File: src/rtl/ofdm_pkg.sv
// Shared OFDM receive-chain definitions.
// - Default FFT / cyclic-prefix sizes.
// - I/Q packing helper: bit offset of a channel's I or Q component within a stream beat
//   (ch0 I at the LSB, then ch0 Q, ch1 I, ch1 Q, ...).
// - CP-removal window state type.
package ofdm_pkg;

    localparam int unsigned FFT_SIZE_DEF = 64;
    localparam int unsigned CP_LEN_DEF   = 16;

    typedef enum logic [1:0] {
        SKIP_HEAD = 2'd0,
        PASS      = 2'd1,
        SKIP_TAIL = 2'd2
    } cp_state_t;

    // LSB position of component (ch, is_q) for components of 'width' bits.
    function automatic int unsigned iq_offset(input int unsigned width, input int unsigned ch,
                                              input bit is_q);
        return (2 * ch + (is_q ? 1 : 0)) * width;
    endfunction

endpackage

File: src/rtl/axis_out_reg.sv
// One-stage AXI4-Stream output register carrying data, last and user.
// Ports:
//   clk_i, rst_i     clock, synchronous active-high reset
//   load_i           capture data_i/last_i/user_i and assert valid_o
//   data_i/last_i/user_i  beat to capture
//   ready_i          downstream ready; clears valid_o when nothing new is loaded
//   valid_o/data_o/last_o/user_o  registered stream outputs
// The caller only asserts load_i when the register is empty or being drained, so the
// held beat is never overwritten while stalled.
module axis_out_reg #(
    parameter int unsigned DataWidth = 48
) (
    input  logic                 clk_i,
    input  logic                 rst_i,
    input  logic                 load_i,
    input  logic [DataWidth-1:0] data_i,
    input  logic                 last_i,
    input  logic                 user_i,
    input  logic                 ready_i,
    output logic                 valid_o,
    output logic [DataWidth-1:0] data_o,
    output logic                 last_o,
    output logic                 user_o
);

    logic                 valid_q, valid_d;
    logic [DataWidth-1:0] data_q, data_d;
    logic                 last_q, last_d;
    logic                 user_q, user_d;

    always_comb begin
        valid_d = valid_q;
        data_d  = data_q;
        last_d  = last_q;
        user_d  = user_q;
        if (load_i) begin
            valid_d = 1'b1;
            data_d  = data_i;
            last_d  = last_i;
            user_d  = user_i;
        end else if (ready_i) begin
            valid_d = 1'b0;
        end
    end

    always_ff @(posedge clk_i) begin
        if (rst_i) begin
            valid_q <= 1'b0;
            data_q  <= '0;
            last_q  <= 1'b0;
            user_q  <= 1'b0;
        end else begin
            valid_q <= valid_d;
            data_q  <= data_d;
            last_q  <= last_d;
            user_q  <= user_d;
        end
    end

    assign valid_o = valid_q;
    assign data_o  = data_q;
    assign last_o  = last_q;
    assign user_o  = user_q;

endmodule

File: src/rtl/cp_remover.sv
// Cyclic-prefix remover: drops CP_LEN samples per OFDM symbol and forwards FFT_SIZE
// samples framed with tuser (window start) and tlast (window end). cp_backoff shifts the
// window that many samples into the CP; it is clamped to CP_LEN and latched per symbol.
// Ports:
//   clk, rst                         clock, synchronous active-high reset
//   s_axis_*                         CFO-corrected I/Q input stream
//   m_axis_*                         windowed output stream (bit-exact input samples)
//   cp_backoff                       CP samples kept ahead of the FFT window
//   symbol_idx                       index within the frame of the symbol being input
//   err_trunc                        one-cycle pulse after a frame ended mid-symbol
module cp_remover
    import ofdm_pkg::*;
#(
    parameter int unsigned WIDTH           = 12,
    parameter int unsigned NUM_CHANNELS    = 2,
    parameter int unsigned AXIS_DATA_WIDTH = NUM_CHANNELS * 2 * WIDTH,
    parameter int unsigned FFT_SIZE        = FFT_SIZE_DEF,
    parameter int unsigned CP_LEN          = CP_LEN_DEF,
    parameter int unsigned CNT_WIDTH       = 16
) (
    input  logic                         clk,
    input  logic                         rst,
    input  logic [AXIS_DATA_WIDTH-1:0]   s_axis_tdata,
    input  logic                         s_axis_tvalid,
    output logic                         s_axis_tready,
    input  logic                         s_axis_tlast,
    output logic [AXIS_DATA_WIDTH-1:0]   m_axis_tdata,
    output logic                         m_axis_tvalid,
    input  logic                         m_axis_tready,
    output logic                         m_axis_tlast,
    output logic                         m_axis_tuser,
    input  logic [$clog2(CP_LEN+1)-1:0]  cp_backoff,
    output logic [CNT_WIDTH-1:0]         symbol_idx,
    output logic                         err_trunc
);

    localparam int unsigned BW = $clog2(CP_LEN + 1);
    localparam int unsigned CW = $clog2(FFT_SIZE + CP_LEN);
    localparam logic [CW-1:0] FftLast = CW'(FFT_SIZE - 1);
    localparam logic [BW-1:0] CpLenBo = BW'(CP_LEN);

    cp_state_t            state_q, state_d;
    logic [CW-1:0]        cnt_q, cnt_d;
    logic [BW-1:0]        bo_q, bo_d;
    logic [CNT_WIDTH-1:0] symbol_idx_q, symbol_idx_d;
    logic                 err_q, err_d;

    logic [BW-1:0] eff_bo_in;
    logic [BW-1:0] bo_cur;
    logic [CW-1:0] head_len;
    logic          sym_first;
    logic          head_pass;
    logic          pass_beat;
    logic          accept;
    logic          sym_end;
    logic          out_valid;
    logic          out_user;
    logic          out_last;

    assign eff_bo_in = (cp_backoff > CpLenBo) ? CpLenBo : cp_backoff;
    assign sym_first = (state_q == SKIP_HEAD) && (cnt_q == '0);
    // The first beat of a symbol sees the live backoff; later head beats the latched one.
    assign bo_cur    = sym_first ? eff_bo_in : bo_q;
    assign head_len  = CW'(CP_LEN) - CW'(bo_cur);
    // Full backoff: the first beat of the symbol is already PASS beat 0.
    assign head_pass = (state_q == SKIP_HEAD) && (head_len == '0);
    assign pass_beat = (state_q == PASS) || head_pass;

    // Only beats that would be forwarded can be held back by the output register.
    assign s_axis_tready = !pass_beat || m_axis_tready || !out_valid;
    assign accept        = s_axis_tvalid && s_axis_tready;

    assign out_user = head_pass || ((state_q == PASS) && (cnt_q == '0));
    // An early input tlast on a forwarded beat closes the truncated window.
    assign out_last = ((state_q == PASS) && (cnt_q == FftLast)) || s_axis_tlast;

    always_comb begin
        state_d      = state_q;
        cnt_d        = cnt_q;
        bo_d         = bo_q;
        symbol_idx_d = symbol_idx_q;
        err_d        = 1'b0;
        sym_end      = 1'b0;
        if (accept) begin
            if (sym_first) begin
                bo_d = eff_bo_in;
            end
            unique case (state_q)
                SKIP_HEAD: begin
                    if (head_pass) begin
                        state_d = PASS;
                        cnt_d   = CW'(1);
                    end else if (cnt_q == head_len - CW'(1)) begin
                        state_d = PASS;
                        cnt_d   = '0;
                    end else begin
                        cnt_d = cnt_q + CW'(1);
                    end
                end
                PASS: begin
                    if (cnt_q == FftLast) begin
                        cnt_d = '0;
                        if (bo_q == '0) begin
                            state_d = SKIP_HEAD;
                            sym_end = 1'b1;
                        end else begin
                            state_d = SKIP_TAIL;
                        end
                    end else begin
                        cnt_d = cnt_q + CW'(1);
                    end
                end
                SKIP_TAIL: begin
                    if (cnt_q == CW'(bo_q) - CW'(1)) begin
                        state_d = SKIP_HEAD;
                        cnt_d   = '0;
                        sym_end = 1'b1;
                    end else begin
                        cnt_d = cnt_q + CW'(1);
                    end
                end
                default: begin
                    state_d = SKIP_HEAD;
                    cnt_d   = '0;
                end
            endcase
            if (s_axis_tlast) begin
                state_d      = SKIP_HEAD;
                cnt_d        = '0;
                symbol_idx_d = '0;
                err_d        = !sym_end;
            end else if (sym_end) begin
                symbol_idx_d = symbol_idx_q + CNT_WIDTH'(1);
            end
        end
    end

    always_ff @(posedge clk) begin
        if (rst) begin
            state_q      <= SKIP_HEAD;
            cnt_q        <= '0;
            bo_q         <= '0;
            symbol_idx_q <= '0;
            err_q        <= 1'b0;
        end else begin
            state_q      <= state_d;
            cnt_q        <= cnt_d;
            bo_q         <= bo_d;
            symbol_idx_q <= symbol_idx_d;
            err_q        <= err_d;
        end
    end

    axis_out_reg #(
        .DataWidth(AXIS_DATA_WIDTH)
    ) u_out_reg (
        .clk_i  (clk),
        .rst_i  (rst),
        .load_i (accept && pass_beat),
        .data_i (s_axis_tdata),
        .last_i (out_last),
        .user_i (out_user),
        .ready_i(m_axis_tready),
        .valid_o(out_valid),
        .data_o (m_axis_tdata),
        .last_o (m_axis_tlast),
        .user_o (m_axis_tuser)
    );

    assign m_axis_tvalid = out_valid;
    assign symbol_idx    = symbol_idx_q;
    assign err_trunc     = err_q;

endmodule

File: config.mk
export PLATFORM = sky130hd
export DESIGN_NAME = cp_remover
export DESIGN_NICKNAME = d
export VERILOG_FILES = /design/src/rtl/ofdm_pkg.sv /design/src/rtl/axis_out_reg.sv /design/src/rtl/cp_remover.sv
export SDC_FILE = /design/constraint.sdc
export NUM_CORES = 1
export LEC_CHECK = 0
export ABC_AREA = 1
export CORE_MARGIN = 3
export CORE_UTILIZATION = 48
export CTS_CLUSTER_SIZE = 12
export DETAILED_ROUTE_END_ITERATION = 8
export HOLD_SLACK_MARGIN = 0.06
export PLACE_DENSITY_LB_ADDON = 0.08
export SLEW_MARGIN = 10
export SYNTH_ARGS = -nofsm -noshare
export SYNTH_HDL_FRONTEND = slang
export SYNTH_HIERARCHICAL = 1
export SYNTH_SLANG_ARGS = --single-unit
export TNS_END_PERCENT = 30
File: constraint.sdc
create_clock -name clk -period 3.5 [get_ports clk]
set_clock_uncertainty 0.1 [all_clocks]
set_input_delay 0.7 -clock clk [delete_from_list [all_inputs] [get_ports clk]]
set_output_delay 0.7 -clock clk [all_outputs]
set_load 0.03 [all_outputs]
==> reports/summary.txt <==
========================================================================================================
Bufs on Longest Clock Path ................................................................            2
Clock latency on the worst-skew pair ......................................................       360 ps
CTS tree ..................................................................................        built
Warning count from the yosys run ..........................................................            6
EDFF count, synth .........................................................................            0
Final critical path time including I/O delays and setup ...................................      3374 ps
Aggregate routed wire length ..............................................................     11.92 mm
Share of cell area taken by muxes after synthesis .........................................           0%
Final antenna diode count .................................................................            0
Arrival time at the worst endpoint ........................................................      2570 ps
Initial DRT Pass Iterations ...............................................................            4
Synth Instances ...........................................................................          611
GR Util All Layers ........................................................................       22.82%
Fmax achieved .............................................................................    296.3 MHz
Worst slew margin .........................................................................       67.73%
Global-route congestion overflow total ....................................................            0
Combinational family with the most area after synthesis ................................... simple AND/OR/NAND/NOR gates
Cell area after placement ................................................................. 0.005733 mm2
Synthesized area per cell .................................................................    7.145 um2
Unique cell type count in the Yosys netlist ...............................................           40
Average wire per cell in the routed design ................................................     13.88 um
Number of routed nets with antenna violations .............................................            0
Y dimension of the die ....................................................................     101.4 um
Synth Area in Simple Gates ................................................................       35.08%
Area Overhead vs Synth ....................................................................       37.92%
Bufs and invs on worst path ...............................................................            4
Chain of cells forming the critical path .................................................. clkdlybuf4s50_1 > inv_1 > nand2_1 > nand4_1 > nand2_2 > ha_4 > inv_1 > nor2_2 > nand3_1 > nand2_2 > nand4_4 > nand2_4 > nand3b_4 > buf_6
Inserted Clock Buffers ....................................................................            9
Transition time at the pin with the least slew margin .....................................     480.3 ps
Starting density of the core ..............................................................       49.81%
Crit path max fanout ......................................................................            4
Vias after detailed routing ...............................................................         4348
Initial DRC Count .........................................................................          128
Net Count, Synth ..........................................................................          680
Row Count .................................................................................           34
Static Leakage ............................................................................     2.548 nW
Share of the core filled with cells .......................................................       68.70%
Via count of the first global-routing pass ................................................         4115
Pins over their slew limit ................................................................            0
Most used DFF post-synth .................................................................. sky130_fd_sc_hd__dfxtp_1
Remaining routing DRC violations ..........................................................            0
Layout Nets ...............................................................................          815
Xor/xnor share of the synthesized area ....................................................       3.611%
Area enclosed by the die boundary .........................................................  0.01027 mm2
Max-cap viol count ........................................................................            0
Worst min-delay path class ................................................................   reg -> reg
Adder and majority gate portion of the synthesized area ...................................       3.153%
Routability cong. .........................................................................       0.8786
CP max stage delay ........................................................................       470 ps
Number of I/O port buffers ................................................................          126
Core Box Area ............................................................................. 0.008763 mm2
Critical Path Start Type .................................................................. primary input
# H-tree levels ...........................................................................            3
Endpoint required time on the critical path ...............................................      2700 ps
Cell area power density ................................................................... 420.4 mW/mm2
Horizontal die dimension ..................................................................     101.4 um
Gate family responsible for the most delay along the worst path ........................... simple AND/OR/NAND/NOR gates
Layout cell share with drive strength beyond 1 ............................................       12.65%
Final non-filler cell area ................................................................ 0.006021 mm2
Cell area after synthesis ................................................................. 0.004365 mm2
Sequential cell area fraction in the yosys report .........................................       37.60%
Initial antenna violation count ...........................................................            0
Worst supply voltage drop on vdd ..........................................................  0.0002659 V
Area fraction in compound gates after synthesis ...........................................       12.64%
Ratio of routed vias to standard cells ....................................................        5.062
Status .................................................................................... complete, no violations
Portion of the clock cycle consumed by the worst path in the final layout .................       96.41%
Master cell of the clock root buffer ...................................................... sky130_fd_sc_hd__clkbuf_8
Async SR Flop Fraction ....................................................................           0%
Estimated wirelength of the detail-placed design ..........................................     8.754 mm
Class of the most critical setup path .....................................................    in -> out
Sinks on Clock Net ........................................................................           82
Largest net degree at the start of global routing .........................................           49
Count of pins on the block boundary .......................................................          127
Slowest stage cell on the critical path ................................................... sky130_fd_sc_hd__clkdlybuf4s50_1
First-pass GRT wire length ................................................................     18.93 mm
Setup violations, final ...................................................................            0
Hold violation total from the final report ................................................            0
CP endpoint kind ..........................................................................   output pin
Number of register bits inferred by synthesis .............................................           82
Post-CTS clock slew at the launch and capture registers of the worst setup and hold paths .        90 ps
========================================================================================================
[layout by cell type (no fill, tap or decap), types with 2 or more instances in the layout]
cell and n:
sky130_fd_sc_hd__nand3_1 40, sky130_fd_sc_hd__nor2_2 2, sky130_fd_sc_hd__inv_1 42, sky130_fd_sc_hd__clkbuf_8 9, sky130_fd_sc_hd__nor3_1 7, sky130_fd_sc_hd__nand4_1 6
sky130_fd_sc_hd__nand2_4 3, sky130_fd_sc_hd__ha_1 9, sky130_fd_sc_hd__nand4_4 2, sky130_fd_sc_hd__nor2_1 139, sky130_fd_sc_hd__nand2_8 2, sky130_fd_sc_hd__inv_2 5
sky130_fd_sc_hd__a21oi_2 8, sky130_fd_sc_hd__xor2_1 16, sky130_fd_sc_hd__nand2_1 91, sky130_fd_sc_hd__nor2_4 5, sky130_fd_sc_hd__buf_4 20, sky130_fd_sc_hd__o21ai_0 65
sky130_fd_sc_hd__clkinvlp_4 2, sky130_fd_sc_hd__a21oi_1 24, sky130_fd_sc_hd__nand2_2 21, sky130_fd_sc_hd__dfxtp_1 82, sky130_fd_sc_hd__xnor2_1 2, sky130_fd_sc_hd__clkdlybuf4s50_1 125
[sequential cells by signal (all words and copies together), names as in the netlist]
name               flops
u_out_reg/data_o      48
err_trunc              1
u_out_reg/last_o       1
cnt_q                  7
symbol_idx            16
u_out_reg/user_o       1
bo_q                   5
u_out_reg/valid_o      1
state_q                2
[stage by stage]
step / instances / total power [mW] / hold WS (ps) / TNS, ps / setup WS, ps
5_1_grt: 859 / 2.654 / 430.8 / -13.58 / -13.58
2_1_floorplan: 611 / 1.529 / 372.0 / 0 / 510.3
4_1_cts: 855 / 2.524 / 407.8 / 0 / 7.679
3_5_place_dp: 838 / 1.802 / 386.4 / 0 / 23.35
6_report: 859 / 2.531 / 404.0 / 0 / 125.6
3_3_place_gp: 838 / 1.785 / 375.5 / 0 / 74.59
[power by group]
part / switching, mW / internal, mW / total [mW]
clock: 0.378 / 0.339 / 0.717
sequential: 0.0339 / 0.997 / 1.03
combinational: 0.463 / 0.320 / 0.784
total: 0.875 / 1.66 / 2.53
[repair_timing]
item                                    CTS  global route
pin swaps                                 1             4
cloned                                    0             0
resized for setup                         4             8
setup buffers                             1             4
hold buffers                              0             0
endpoints found under the setup margin    1             1
[cell usage after synthesis, types with 4 or more instances]
| master | number | area share (%) |
|---|---|---|
| sky130_fd_sc_hd__clkbuf_2 | 5 | 0.57 |
| sky130_fd_sc_hd__inv_2 | 4 | 0.34 |
| sky130_fd_sc_hd__ha_1 | 11 | 3.2 |
| sky130_fd_sc_hd__nor3_1 | 7 | 0.80 |
| sky130_fd_sc_hd__o21ai_0 | 65 | 7.5 |
| sky130_fd_sc_hd__nand4_1 | 6 | 0.86 |
| sky130_fd_sc_hd__inv_1 | 43 | 3.7 |
| sky130_fd_sc_hd__buf_6 | 4 | 1.0 |
| sky130_fd_sc_hd__a21oi_2 | 8 | 1.6 |
| sky130_fd_sc_hd__nand2_2 | 19 | 2.7 |
| sky130_fd_sc_hd__nor2_1 | 139 | 12 |
| sky130_fd_sc_hd__nor2_2 | 4 | 0.57 |
| sky130_fd_sc_hd__dfxtp_1 | 82 | 38 |
| sky130_fd_sc_hd__xor2_1 | 16 | 3.2 |
| sky130_fd_sc_hd__buf_2 | 7 | 0.80 |
| sky130_fd_sc_hd__nand2_1 | 94 | 8.1 |
| sky130_fd_sc_hd__a21oi_1 | 24 | 2.8 |
| sky130_fd_sc_hd__nand3_1 | 40 | 4.6 |
[routing by layer]
metal | vias to the layer above | GRT usage [%] | part of all wire, %
li1 | 2227 | - | -
met1 | 1969 | 27.73 | 42
met2 | 133 | 38.58 | 49
met3 | 19 | 6.129 | 7.3
met4 | 0 | 8.589 | 1.8
met5 | - | 0 | 0
[final timing paths]
kind / slack [ps] / start / end / depth (start not counted)
worst max-delay path: 130 / cp_backoff[4] / s_axis_tready / 14
worst min register to register: 400 / u_out_reg/data_o[20] / u_out_reg/data_o[20] / 2
worst max register to register: 380 / cnt_q[0] / state_q[1] / 24
worst min-delay path: 400 / u_out_reg/data_o[20] / u_out_reg/data_o[20] / 2
[kinds of logic (layout without fill, tap and decap cells)]
group	after synthesis	count (layout)
AO/OA/AOI/OAI	101	101
XOR/XNOR	18	18
adder cells (fa/ha/maj)	11	11
buffers and inverters	72	212
flip-flops	82	82
AND/OR/NAND/NOR	327	327
[cell type report]
cell class	count	area, um2
Sequential cell	82	1642
Inverter	49	186.4
Multi-Input combinational cell	457	2424
Timing Repair Buffer	147	1433
Fill cell	749	2743
Clock inverter	6	73.82
Tap cell	108	135.1
Clock buffer	10	127.6
[worst reg2reg max path, delay by kind of cell, from the launching register on]
kind / cells / cell delay (ps)
flops: 1 / 330
compound gates: 1 / 60
simple gates: 15 / 1470
buf+inv: 6 / 550
fa+ha+maj: 2 / 490
(Power assumes the default switching activity.)
